File: config.mk
export PLATFORM = sky130hd
export DESIGN_NAME = down_counter
export DESIGN_NICKNAME = d
export VERILOG_FILES = /design/src/rtl/down_counter.sv
export SDC_FILE = /design/constraint.sdc
export NUM_CORES = 1
export LEC_CHECK = 0
export CAP_MARGIN = 0
export CORE_MARGIN = 4
export CORE_UTILIZATION = 35
export CTS_BUF_LIST = sky130_fd_sc_hd__clkbuf_16
export CTS_CLUSTER_DIAMETER = 50
export DETAILED_ROUTE_END_ITERATION = 10
export SLEW_MARGIN = 20
export SYNTH_ARGS = -nofsm -noshare
export SYNTH_HDL_FRONTEND = slang
export SYNTH_SLANG_ARGS = --single-unit
File: constraint.sdc
create_clock -name clk -period 2.15 [get_ports clk]
set_input_delay 0.43 -clock clk [delete_from_list [all_inputs] [get_ports clk]]
set_output_delay 0.43 -clock clk [all_outputs]
set_load 0.01 [all_outputs]
File: src/rtl/down_counter.sv
// rtl/down_counter.sv - loadable synchronous down-counter with terminal-count pulse and auto-reload
module down_counter #(
    parameter int WIDTH = 4
) (
    input  logic             clk,
    input  logic             rst,
    input  logic             load,
    input  logic             en,
    input  logic             reload_en,
    input  logic [WIDTH-1:0] d,
    output logic [WIDTH-1:0] count,
    output logic             zero,
    output logic             tc
);

    localparam logic [WIDTH-1:0] ONE = {{(WIDTH-1){1'b0}}, 1'b1};

    logic [WIDTH-1:0] period;

    always_ff @(posedge clk or posedge rst) begin
        if (rst) begin
            count  <= '0;
            period <= '0;
            tc     <= 1'b0;
        end else if (load) begin
            count  <= d;
            period <= d;
            tc     <= 1'b0;
        end else if (en && !zero) begin
            // tc is only ever produced by the 1->0 decrement
            count <= count - ONE;
            tc    <= (count == ONE);
        end else if (en && reload_en) begin
            count <= period;
            tc    <= 1'b0;
        end else begin
            tc <= 1'b0;
        end
    end

    assign zero = (count == '0);

endmodule

* Word level (Yosys, flattened, before mapping)
Index checks and enable logic that the tools add are counted.
** Storage, ports and cells
- Flip-flop bits (word level) :: 9
- Latch bits :: 0
- Memory bits (writable) :: 0
- Bits in read-only memories :: 0
- Bits of input ports :: 9
- Output and inout bits :: 6
- Word-level logic and storage cells :: 15
- Memories kept :: 0
** Cells by class
- Add/subtract/negate cells :: 1
- $mul :: 0
- Div/mod/pow operators :: 0
- $lt $le $gt $ge :: 0
- Equality and inequality tests :: 1
- Shift operators :: 0
- Multiplexer cells :: 5
- Bitwise operators :: 0
- Reductions and logical operators :: 5
** Operator list (number)
- $mux 4 :: 3
- $eq 4x1->1 const B :: 1
- $logic_not 4->1 :: 1
- $sub 4x1->4 const B :: 1
- $reduce_bool 3->1 :: 1
- $logic_and 1x1->1 :: 2
- $mux 1 :: 2
- $logic_not 1->1 :: 1

* Logic depth before layout (Yosys ltp)
- Word-level depth :: 5
- Depth in mapped cells :: 7
- Depth with buffers taken out :: 6

* Worst setup path before layout
Ideal clock, no wire load.
- Path type :: reg2reg
- From :: register count[0]
- To :: register count[0]
- Library setup time :: 67 ps
- Data arrival time :: 1805 ps
- Data required time :: 2083 ps
- Setup slack :: 278 ps
- Stages on the path, launching flop included :: 8
- Buffers on the path :: 1
- Clock period less this slack :: 1872 ps
- Cell sequence :: dfrtp_1 -> inv_1 -> ha_1 -> or3b_1 -> buf_6 -> o21a_4 -> a311oi_2 -> o32a_1
** On the way
- Cells in the longest elaborated chain, start to end :: 5
- Elaborated cells on any way between the ends :: 7
- Those cells by class :: add/sub: 1; mux: 2; reduce/logical: 4
** RTL lines
- from (decl) :: RTL line 11 : output logic [WIDTH-1:0] count,
- from (signal assigned) :: RTL line 31 : count <= count - ONE;
- from (signal assigned) :: RTL line 34 : count <= period;
- parallel branches: the longest is 5 deep, another holds $sub 4x1->4
Parallel ways; which one is timed is not known.
A chain may end at the register's enable or synchronous reset.

* Final worst setup path
- From :: register count[1]
- To :: output port zero
** On the way
- Cells in the longest elaborated chain, start to end :: 1
** RTL lines
- $logic_not 4->1 :: RTL line 41 : assign zero = (count == '0);
- to (decl) :: RTL line 12 : output logic zero,
No other way between the ends.

==> metrics list <==
- Signal arrival time at the worst endpoint: 1560 ps
- For this run, the detailed router's first-pass iteration total came to 4.
* H-tree lvl count: 1
- Class of the tightest hold or removal check: input port to asynchronous set/reset pin
- Number of top-level pins: 15
- Longest Clk Path Bufs: 2
- Aggregate routed wire length: 1170 µm
- Share of the synthesized area in the top cell type: 0.426
- Initial antenna violation count: 0
- Post-route antenna net violation count: 0
- Worst rel slew slack: 0.675
- The critical path is of the flip-flop to primary output type.
- Estimated wirelength of the detail-placed design: 860 µm
* Post-cts sizing count: 1
- Flop and latch count out of synthesis: 9
- Via count of the first global-routing pass: 420
- Endpoints failing hold: 0
- Outcome: finished clean
- After synthesis the cells add up to 529 µm².
- After detailed routing, the average wire length per cell comes to 13.2 µm.
- Global routing usage summed across all routing layers: 0.125
- Std cell rows: 13
- Core Area: 1370 µm²
- The worst register-to-register path ends at count[0]$_DFFE_PP0P_.
- For this run, design rule violations remaining after detail routing come to 0.
* DIE HEIGHT: 46.9 µm
- Kind of end point of the critical path: primary output
* Setup repair after global routing missed its margin: no
* Setup clock skew after layout: 3.99 ps
- Worst Hold Margin: 466 ps
- Of the synthesized area, sequential elements account for 0.426.
- The first global-routing pass estimated 1840 µm of wire.
- Total count of max-transition violations in the final report: 0
- Area leader, netlist: sky130_fd_sc_hd__dfrtp_1
* Total clock sinks: 9
- CTS Buf Count: 3
* Post-synth cell types: 28
- DR vias/cell: 5.19
* Clock latency on the worst-skew pair: 240 ps
- In this run, post-CTS hold repair placed 0 buffers.
* Number of synthesis warnings: 0
* Full die area: 2200 µm²
- Antenna diode count: 0
- Each instance of the synthesized netlist takes up on average 9.80 µm².
- Critical Path Source Type: flip-flop
- The finished cells cover 776 µm².
- Adding up every negative setup slack in the final design gives 0 ps.
- For the worst setup path, the data required time is 1720 ps.
* Sum of overflow across all layers after global routing: 0
* Syn Nets: 65
- Pin count of the biggest net entering global routing: 14
* Measured slew at the worst slew-check pin: 486 ps
- The first routing iteration left 4 violations.
- The worst register-to-register path begins at count[1]$_DFFE_PP0P_.
* Most area-consuming cells after synthesis: sky130_fd_sc_hd__dfrtp_1 43%, sky130_fd_sc_hd__inv_1 5.7%, sky130_fd_sc_hd__a21oi_1 4.7%
- Count of max-cap constraint violations: 0
- For this run, the top clock speed supported by timing is 502 MHz.
- Measured on the finished design, the core utilization comes to 0.568.
* Setup repair bufs after CTS: 0
* Port-buffer cells: 14
* Static power due to leakage: 0.356 nW
* Area growth syn-to-layout: 46.6%
* Clock Tree Root: sky130_fd_sc_hd__clkbuf_16
- Min Tclk post-route: 1990 ps
* Initial standard-cell utilization of the core: 0.387
- Clk pin slew, worst setup/hold paths: 40 ps
- Fraction of the cycle the final worst path needs: 0.927
- Die Span X: 46.9 µm
* CTS tree: done
- Net count of the finished layout: 85
- Routability cong.: 0.774
- Placed Area: 698 µm²
- Pwr dens: 842 nW/µm²
- Total design power: 0.653 mW
- Synthesis handed over a netlist of 54 instances.
- Along the worst path, the maximum fanout reaches 3.
* Reg2Reg Setup Slack: 280 ps
* Routed vias: 457
- Depth of the most critical reg-to-reg path: 7
* Final setup violating endpoints: 0
- IR drop worst, VDD: 0.000778 V
- Layout cell share with drive strength beyond 1: 0.164
per-layer routing:
metal | GRT usage | up-vias | wire (µm) | part of all wire
met2 | 0.165 | 13 | 491 | 0.42
met1 | 0.159 | 214 | 578 | 0.50
li1 | - | 228 | - | -
met5 | 0 | - | 0 | 0
met3 | 0.0728 | 2 | 87 | 0.075
met4 | 0.0663 | 0 | 8 | 0.0069
layout make-up:
type                    instances  area (µm²)
multi-input cells              34         254
flip-flops and latches          9         225
fillers                       132         591
inverters                       8        30.0
clock buffers                   3        75.1
repair buffers                 18         169
clock inverters                 1        3.75
well taps                      15        18.8
synthesized netlist by cell type:
master                      number
sky130_fd_sc_hd__or4b_1          1
sky130_fd_sc_hd__and2_1          1
sky130_fd_sc_hd__mux2_2          2
sky130_fd_sc_hd__nor3_1          3
sky130_fd_sc_hd__nand4_1         1
sky130_fd_sc_hd__ha_1            2
sky130_fd_sc_hd__o311ai_0        1
sky130_fd_sc_hd__or3b_1          1
sky130_fd_sc_hd__nor2_1          2
sky130_fd_sc_hd__nand3_1         1
sky130_fd_sc_hd__buf_1           1
sky130_fd_sc_hd__inv_1           8
sky130_fd_sc_hd__buf_6           1
sky130_fd_sc_hd__buf_2           1
sky130_fd_sc_hd__a2bb2oi_1       1
sky130_fd_sc_hd__a311oi_2        1
sky130_fd_sc_hd__a21o_1          1
sky130_fd_sc_hd__nand4b_1        1
sky130_fd_sc_hd__a211oi_1        1
sky130_fd_sc_hd__o21ai_0         2
sky130_fd_sc_hd__a21oi_1         5
sky130_fd_sc_hd__nand2_1         2
sky130_fd_sc_hd__a21boi_0        1
sky130_fd_sc_hd__nor3b_1         1
sky130_fd_sc_hd__a21o_2          1
sky130_fd_sc_hd__o32a_1          1
sky130_fd_sc_hd__o21a_4          1
sky130_fd_sc_hd__dfrtp_1         9
cell usage in the layout, fill, tap and decap left out, drive strengths merged:
cell type	n
clkdlybuf4s50	13
inv	9
dfrtp	9
a21oi	5
buf	4
nor3	3
clkbuf	3
nand2	2
nor2	2
mux2	2
o21ai	2
ha	2
a21o	2
a211oi	1
or3b	1
and2	1
o21a	1
a311oi	1
o32a	1
nand4b	1
or4b	1
a21boi	1
a2bb2oi	1
nor3b	1
nand3	1
nand4	1
o311ai	1
dlygate4sd2	1
stage by stage:
step / worst slack, ps / cells
2_1_floorplan: 278 / 54
3_3_place_gp: 148 / 84
3_5_place_dp: 138 / 84
4_1_cts: 150 / 88
5_1_grt: 51.6 / 88
6_report: 156 / 88
how the worst max path moves through the flow:
stage                               startpoint                    to  slack, ps
after global routing      count[1]$_DFFE_PP0P_                  zero         50
after CTS                 count[1]$_DFFE_PP0P_                  zero        150
final                     count[1]$_DFFE_PP0P_                  zero        160
after global placement    count[1]$_DFFE_PP0P_                  zero        150
after detailed placement  count[1]$_DFFE_PP0P_                  zero        140
after floorplan           count[0]$_DFFE_PP0P_  count[0]$_DFFE_PP0P_        280
critical path, stage by stage (launching register included):
cell,delay [ps]
sky130_fd_sc_hd__dfrtp_1,400
sky130_fd_sc_hd__inv_1,90
sky130_fd_sc_hd__ha_1,170
sky130_fd_sc_hd__or3b_1,370
sky130_fd_sc_hd__inv_1,60
sky130_fd_sc_hd__dlygate4sd2_1,250
report_power, final:
| part | switching, mW | total (mW) | internal [mW] |
|---|---|---|---|
| Combinational | 0.0565 | 0.127 | 0.0706 |
| Clock | 0.0820 | 0.325 | 0.243 |
| Sequential | 0.0140 | 0.201 | 0.187 |
sequential cells by signal (all words and copies together), names as in the netlist:
name	count
count	4
period	4
tc	1
logic make-up after synthesis:
family,Yosys count,share of synthesized area
AOI/OAI and AO/OA,16,0.234
adders and majority gates,2,0.0473
buffers and inverters,11,0.0945
DFF,9,0.426
muxes,2,0.0426
and+or+nand+nor,14,0.156
No activity file was read; power rests on OpenSTA's default activity.
